`config.mk`:
```
export PLATFORM = sky130hd
export DESIGN_NAME = pipe_hazard_ctrl
export DESIGN_NICKNAME = d
export VERILOG_FILES = /design/src/rtl/pipe_hazard_ctrl.sv
export SDC_FILE = /design/constraint.sdc
export NUM_CORES = 1
export LEC_CHECK = 0
export BUFFER_PORTS_ARGS = -buffer_cell sky130_fd_sc_hd__buf_4
export CELL_PAD_IN_SITES_DETAIL_PLACEMENT = 1
export CELL_PAD_IN_SITES_GLOBAL_PLACEMENT = 1
export CORE_ASPECT_RATIO = 1.2
export CORE_MARGIN = 1.5
export CORE_UTILIZATION = 30
export CTS_CLUSTER_SIZE = 16
export DETAILED_ROUTE_END_ITERATION = 6
export PLACE_DENSITY_LB_ADDON = 0.1
export SETUP_SLACK_MARGIN = 0.4
export SLEW_MARGIN = 20
export SYNTH_ARGS = -nofsm -noshare
export SYNTH_HDL_FRONTEND = slang
export SYNTH_SLANG_ARGS = --single-unit
```
`constraint.sdc`:
```
create_clock -name clock -period 2.05 [get_ports clock]
set_input_delay 0.41 -clock clock [delete_from_list [all_inputs] [get_ports clock]]
set_output_delay 0.41 -clock clock [all_outputs]
set_load 0.03 [all_outputs]
```
`src/rtl/pipe_hazard_ctrl.sv`:
```
`default_nettype none
// ============================================================================
// Module   : pipe_hazard_ctrl
// Purpose  : Forwarding, load-use stall, mul/div sequencing and branch flush
//            control for the 5-stage pipeline. Optional PIPE_HAZ_PERF_EN adds
//            stall/flush performance counters.
// Revision : 1.0  initial release
// ============================================================================
module pipe_hazard_ctrl #(
    parameter int MD_CYCLES = 4
) (
    input  logic       clock,
    input  logic       resetn,
    input  logic [4:0] rs,
    input  logic [4:0] rt,
    input  logic       use_rs,
    input  logic       use_rt,
    input  logic       dmd,
    input  logic       dtaken,
    input  logic [4:0] ern,
    input  logic [4:0] mrn,
    input  logic       ewreg,
    input  logic       em2reg,
    input  logic       mwreg,
    input  logic       mm2reg,
    output logic [1:0] fwda,
    output logic [1:0] fwdb,
    output logic       wpcir,
    output logic       dbubble,
    output logic       dflush,
    output logic       md_start,
    output logic       md_busy
`ifdef PIPE_HAZ_PERF_EN
    ,
    output logic [31:0] stall_cnt,
    output logic [31:0] flush_cnt
`endif
);

    localparam logic [3:0] c_md_load = 4'(MD_CYCLES - 2);

    typedef enum logic [1:0] {
        S_RUN   = 2'd0,
        S_WAIT  = 2'd1,
        S_ISSUE = 2'd2
    } state_t;

    state_t     r_state;
    state_t     w_state_nxt;
    logic [3:0] r_cnt;
    logic [3:0] w_cnt_nxt;
    logic       w_lu;
    logic       w_dmd;

    function automatic logic [1:0] f_fwd(
        input logic [4:0] src,
        input logic [4:0] e_rn,
        input logic       e_wreg,
        input logic       e_m2reg,
        input logic [4:0] m_rn,
        input logic       m_wreg,
        input logic       m_m2reg
    );
        logic [1:0] sel;
        sel = 2'd0;
        if (e_wreg && (e_rn != 5'd0) && (e_rn == src) && !e_m2reg)
            sel = 2'd1;
        else if (m_wreg && (m_rn != 5'd0) && (m_rn == src))
            sel = m_m2reg ? 2'd3 : 2'd2;
        return sel;
    endfunction

    // Everything is forced quiet while reset is held, independent of inputs.
    assign fwda = resetn ? f_fwd(rs, ern, ewreg, em2reg, mrn, mwreg, mm2reg) : 2'd0;
    assign fwdb = resetn ? f_fwd(rt, ern, ewreg, em2reg, mrn, mwreg, mm2reg) : 2'd0;

    assign w_lu = resetn & ewreg & em2reg & (ern != 5'd0) &
                  ((use_rs & (ern == rs)) | (use_rt & (ern == rt)));
    assign w_dmd = resetn & dmd;

    always_comb begin
        w_state_nxt = r_state;
        w_cnt_nxt   = r_cnt;
        wpcir       = 1'b1;
        dbubble     = 1'b0;
        md_start    = 1'b0;
        case (r_state)
            S_RUN: begin
                if (w_lu) begin
                    wpcir   = 1'b0;
                    dbubble = 1'b1;
                end else if (w_dmd) begin
                    md_start    = 1'b1;
                    wpcir       = 1'b0;
                    dbubble     = 1'b1;
                    w_cnt_nxt   = c_md_load;
                    w_state_nxt = S_WAIT;
                end
            end
            S_WAIT: begin
                wpcir   = 1'b0;
                dbubble = 1'b1;
                if (r_cnt == 4'd0)
                    w_state_nxt = S_ISSUE;
                else
                    w_cnt_nxt = r_cnt - 4'd1;
            end
            S_ISSUE: begin
                w_state_nxt = S_RUN;
            end
            default: begin
                w_state_nxt = S_RUN;
            end
        endcase
    end

    always_ff @(posedge clock or negedge resetn) begin
        if (!resetn) begin
            r_state <= S_RUN;
            r_cnt   <= 4'd0;
        end else begin
            r_state <= w_state_nxt;
            r_cnt   <= w_cnt_nxt;
        end
    end

    assign dflush  = resetn & dtaken & wpcir;
    assign md_busy = (r_state != S_RUN);

`ifdef PIPE_HAZ_PERF_EN
    always_ff @(posedge clock or negedge resetn) begin
        if (!resetn) begin
            stall_cnt <= 32'd0;
            flush_cnt <= 32'd0;
        end else begin
            if (!wpcir)
                stall_cnt <= stall_cnt + 32'd1;
            if (dflush)
                flush_cnt <= flush_cnt + 32'd1;
        end
    end
`endif

endmodule
`default_nettype wire

```
==> results of run 1 <==
==> sequential cells by signal, indices dropped and copies added (netlist names) <==
register,count
r_state,2
r_cnt,4
==> through the flow <==
stage	cell area (um^2)	setup TNS [ps]	hold WS (ps)
2_1_floorplan	808	0	114
3_3_place_gp	1290	-989	233
3_5_place_dp	1290	-1240	233
4_1_cts	1530	-894	123
5_1_grt	1590	-1500	122
6_report	1590	-1330	130
==> cells by family (layout without fill, tap and decap cells) <==
| family | Yosys count | after routing | synth area share (%) |
|---|---|---|---|
| AOI/OAI and AO/OA | 20 | 20 | 20.6 |
| DFF | 6 | 6 | 20.8 |
| xor gates and xnor gates | 20 | 20 | 24.2 |
| buffers and inverters | 3 | 75 | 1.56 |
| adders and majority gates | 1 | 1 | 1.73 |
| and+or+nand+nor | 40 | 40 | 31.1 |
==> per-layer routing <==
| layer | vias up | share of wire [%] |
|---|---|---|
| met2 | 51 | 58 |
| li1 | 481 | - |
| met3 | 20 | 3.6 |
| met4 | 0 | 5.4 |
| met5 | - | 0 |
| met1 | 521 | 33 |
==> timing repair <==
action | 4_1_cts | 5_1_grt
resized for setup | 34 | 11
endpoints found under the hold margin | 4 | 0
setup endpoints to repair | 12 | 13
cloned | 0 | 0
pin swaps | 25 | 12
setup buffers | 7 | 2
hold buffers | 1 | 0
==> worst max path at each step <==
stage / startpoint / endpoint / slack, ps / depth (start not counted)
finish: ern[0] / fwdb[0] / -200 / 7
global route: ern[0] / fwdb[0] / -220 / 7
CTS: ern[3] / fwda[0] / -170 / 7
global placement: ern[0] / fwda[0] / -210 / 7
detailed placement: ern[0] / fwda[0] / -230 / 7
floorplan: ern[0] / fwda[0] / 40 / 5
==> power by group through the flow <==
stage / Clock (W) / Combinational [W] / Sequential, W
floorplan: 0 / 0.000369 / 0.000196
global placement: 0 / 0.000573 / 0.000206
detailed placement: 0 / 0.000595 / 0.000208
CTS: 0.000109 / 0.000668 / 0.000208
global route: 0.000123 / 0.000786 / 0.000227
finish: 0.000114 / 0.000759 / 0.000229
==> cell type report <==
| class | instances | share of cell area, % |
|---|---|---|
| clock buffers | 3 | 1.42 |
| inverters | 2 | 0.472 |
| multi-input cells | 81 | 47.4 |
| flip-flops and latches | 6 | 9.43 |
| well taps | 31 | 2.44 |
| repair buffers | 70 | 38.8 |
==> placed cells by master (no fill, tap or decap), types with 2 or more instances in the layout <==
cell / netlist / final
nor3_2: 0 / 3
nand2_1: 6 / 4
xor2_1: 10 / 9
dfrtp_1: 6 / 6
a21oi_4: 0 / 2
nand2_2: 0 / 2
clkbuf_4: 0 / 3
nand4_1: 2 / 2
a22o_4: 0 / 2
inv_1: 2 / 2
a31o_1: 2 / 2
nand2b_1: 3 / 3
nor2b_4: 0 / 2
buf_6: 0 / 22
nor2_4: 0 / 3
and4_4: 1 / 2
nor3_1: 6 / 2
buf_4: 0 / 46
o21ai_0: 5 / 3
xnor2_1: 10 / 9
or4_4: 1 / 2
nand3_1: 8 / 7
==> impl_results.md, run 1 <==
- Violated checks: setup timing
- Critical Path End Type: output port
- Number of synthesis warnings: 0
- # fillers: 239
- Synthesized cell area: between 700 and 800 um^2
- Final Util: 69.7%
- GR Overflow Total: 0
- GR Util met2: 58.9%
- Num CTS Buffers: 3
- PnR worst setup slack: -205 ps
- Die H: roughly 57 um
- Worst Hold Class: in2async
- Die Width: 47.8 um
- Leak: roughly 0.71 nW
- Worst R2R End: r_cnt[0]
- Tightest Pin Transition: 513 ps
- Synth top area share: around a fifth
- FF-to-FF Start: r_cnt[0]
- Worst EP arrival: around 1800 ps
- Initial Util: 31.7%
- Max Root-Sink Buffers: 2
- HPWL after DPL: approximately 2500 um
- Cell variety after synth: 31
- Status: finished with violations
- Antenna Cells: 0
- Critical path type: in2out
- Power density over cell area: 693 mW/mm^2
- PortBufs: 38
- Max_cap viols: 0
- Fmax: between 0.4 and 0.5 GHz
- Seq pwr share: 20.8%
- RSZ-0062 raised after global routing: yes
- Syn_nets: 121
- FF/Latch Area: 150 um^2
- Mean Syn Cell Area: 8.04 um^2
- Drt total wl: between 4000 and 5000 um
- Core area: 0.00228 mm^2
- EDFF count, synth: 0
- Final Skew: around 0.84 ps
- CP cell instances: buf_6 -> or4_4 -> o21ai_4 -> nor2_4 -> and4_4 -> a22o_4 -> buf_6
- Pwr Total: 0.00110 W
- Clock sinks: 6
- P_sw: 0.000552 W
- Cell taking the most area after synthesis: dfrtp_1
- CTS root buf: clkbuf_4
- Logic pwr share: 68.9%
- Relative slew slack: 65.6%
- CP delay by family, top: simple AND/OR/NAND/NOR gates
- Sequential share of the synthesized area: roughly a fifth
- Tmin final: 2250 ps
- Fin nets: roughly 200
- VDD IR max: between 0.4 and 0.5 mV
- Routed vias: 1073
- Int Pwr: 0.000551 W
- Clock slew at reported path FFs: ~50 ps
- Drt first pass iters: 4
- Switching share of power: 50.0%
- Critical path startpoint category: input pin
- Layout cells sized above 1: a little under two thirds
- Final cell count without fillers: 193
- CP max-delay cell: or4_4
- Data required time of the worst path: 1640 ps
- Clk pwr share: around a tenth
- Worst skew pair latency: 240 ps
- Most frequent cells after synthesis: 10 x xnor2_1, 10 x xor2_1, 8 x nand3_1
- Worst Reg-to-Reg Cells: 6
- Top FF cell, synth: dfrtp_1
- Routability congestion estimate: 0.776
- Grt peak-use layer: met2
- Tot GR Track Use: ~29%
- CTS tree: done
- Met1 Resource Use GR: 24.9%
- Antenna violations before repair: 0
- Placed cells: 180
- Wire per inst: 23.5 um
- First-pass GRT wire length: 5510 um
- Slew Limit Fails: 0
- Async S/R FF share, synth: 100%
- Fin crit share: 110%
- Largest net degree at the start of global routing: 8
- Worst reg-to-reg setup slack: 160 ps
- Setup-failing EPs final: 8
- Multi-input gate area: 754 um^2
- Pre-CTS WS: -227 ps
- CTS H-tree lvls: 1
- Peak fanout along the critical path: 2
- DRC viols: 0
- Antenna-violating nets left: 0
- Top cells by area, synth: dfrtp_1 21%, xnor2_1 12%, xor2_1 12%
- M3 GR Usage: 2.89%
- Row Count: 19
- FF+latch count, synth: 6
- Worst stage delay on the critical path: around 570 ps
- Area growth from synthesis to layout: 120%
- I/O pin cnt: 39
- Initial DRC Count: 18
- Die ar.: 0.00272 mm^2
- Vias in the first global route: 1185
- Final hold vios: 0
- Post-DR vias/cell: 5.56
- WP buf/inv: 2
- Synth Instances: 90
- Cell repeated most along the worst path: buf_6
(Power assumes the default switching activity.)
==> run 2, diff against run 1 <==
CORE_UTILIZATION = 27   (was 30)
clock period = 1.9 ns   (was 2.05 ns; I/O delays follow)
==> run 2 against run 1 <==
Effect of this change: the run still ends with setup timing left; sequential share of layout area grew 0.36 points; utilization fell by 8.6 points; non-clock buffer count unchanged; wire length is 31% lower; design area decreased by 2.9%; register-to-register slack better by 90 ps; sequential power about the same; largest cell class unchanged; largest power group unchanged.
==> impl_results.md, run 2 (same netlist as run 1, synthesis figures left out) <==
- Status: finished with violations
- Violated checks: setup timing
- Core area: 0.00253 mm^2
- I/O pin cnt: 39
- Most common cell after layout, fill and taps aside: buf_4
- Antenna-violating nets left: 0
- PnR worst setup slack: -284 ps
- Most frequent cells in the layout: 49 x buf_4, 19 x buf_6, 10 x xnor2_1
- Met1 WL: ~1000 um
- Layout cells sized above 1: 61.7%
- Top reg by flops: r_cnt
- FF-to-FF Start: r_state[1]
- VDD IR max: 0.524 mV
- HPWL after DPL: 2340 um
- Antenna violations before repair: 0
- WP depth: 7
- Largest net degree at the start of global routing: 13
- Final Skew: 9.23 ps
- First-pass GRT wire length: approximately 4900 um
- CTS tree: done
- CP delay by family, top: simple AND/OR/NAND/NOR gates
- Routed vias: 1018
- Clock sinks: 6
- Final Util: slightly above 60%
- Met3 WL: 74 um
- Area growth from synthesis to layout: 114%
- Highest Signal Layer: met4
- Drt total wl: 3140 um
- Worst hold slack: 54.1 ps
- Tmin final: 2180 ps
- Fin crit share: 115%
- Leak: 0.693 nW
- Worst EP arrival: 1800 ps
- Tightest Pin Transition: 455 ps
- Initial DRC Count: 10
- Met2 routed WL: about 1900 um
- Setup TNS: -1550 ps
- Worst Hold Class: in2async
- Max reg flops: 4
- Critical Path End Type: output port
- Worst Reg-to-Reg Cells: 5
- Die H: roughly 60 um
- RSZ-0062 raised after global routing: yes
- CP cell instances: buf_8 -> or4_4 -> o21ai_2 -> nor2_2 -> and4_4 -> a22o_4 -> buf_6
- GR Overflow Total: 0
- Max Root-Sink Buffers: 2
- Post-DR vias/cell: ~5.2
- Worst reg-to-reg setup slack: 250 ps
- Die ar.: 0.00300 mm^2
- Num CTS Buffers: 3
- Worst stage delay on the critical path: 560 ps
- Worst R2R End: r_cnt[3]
- Fmax: 0.458 GHz
- Power density over cell area: 715 mW/mm^2
- CP max-delay cell: or4_4
- WP buf/inv: 2
- Row Count: 20
- Pre-CTS WS: -329 ps
- Clock slew at reported path FFs: 50 ps
- Initial Util: 28.6%
- Largest regs: r_cnt x4, r_state x2
- Relative slew slack: 69.4%
- Setup-failing EPs final: 8
- Drt first pass iters: 2
- CTS root buf: clkbuf_4
- Wire per inst: 16.1 um
- Max_cap viols: 0
- Worst skew pair latency: approximately 250 ps
- Pwr Total: 0.00111 W
- Critical path type: in2out
- Peak fanout along the critical path: 2
- Slew Limit Fails: 0
- Critical path startpoint category: input pin
- DRC viols: 0
- Final hold vios: 0
- PortBufs: 38
- Antenna Cells: 0
- Hold_buf cts: 0
- Die Width: about 50 um
- Vias in the first global route: 1140
- Tot GR Track Use: 22.0%
- Routability congestion estimate: 0.777
- Fin nets: 195
- CTS H-tree lvls: 1
- Data required time of the worst path: 1520 ps
## run 2: final cells by class
class / instances / area [um^2]
fillers: 276 / 982
multi-input cells: 81 / 706
repair buffers: 70 / 617
flip-flops and latches: 6 / 151
well taps: 33 / 41.3
clock buffers: 3 / 22.5
inverters: 2 / 7.51
## run 2: where the power goes
group / internal, W / total (W) / switching (W)
Sequential: 0.000175 / 0.000232 / 0.0000574
Clock: 0.0000715 / 0.000118 / 0.0000464
Combinational: 0.000361 / 0.000755 / 0.000394
## run 2: worst max path at each step
stage                           to    from
after floorplan            fwda[0]  ern[0]
after global placement     fwda[0]  ern[0]
after detailed placement   fwda[0]  ern[0]
after CTS                  fwda[0]  ern[3]
after global routing      md_start  ern[3]
final                      fwda[0]  ern[3]
## run 2: repair_timing
item	in CTS	in global routing
hold endpoints to repair	0	0
pin swaps	19	14
setup buffers	4	4
setup endpoints to repair	14	14
resized for setup	24	10
## run 2: metal layers
metal | GRT usage [%] | up-vias
met5 | 0 | -
met4 | 11.9 | 0
met1 | 19.7 | 488
met3 | 1.25 | 14
li1 | - | 480
met2 | 47.4 | 36
## run 2: metrics by stage
| stage | std cells | area, um^2 |
|---|---|---|
| 3_3_place_gp | 184 | 1330 |
| 4_1_cts | 191 | 1480 |
| 5_1_grt | 195 | 1550 |
| 6_report | 195 | 1550 |
| 3_5_place_dp | 184 | 1330 |
| 2_1_floorplan | 90 | 826 |
## run 2: worst reg2reg max path: stages (launching register included)
cell	delay, ps
dfrtp_2	440
nand2b_1	240
or4_1	480
nand3_1	110
o31ai_1	70
a31o_1	190
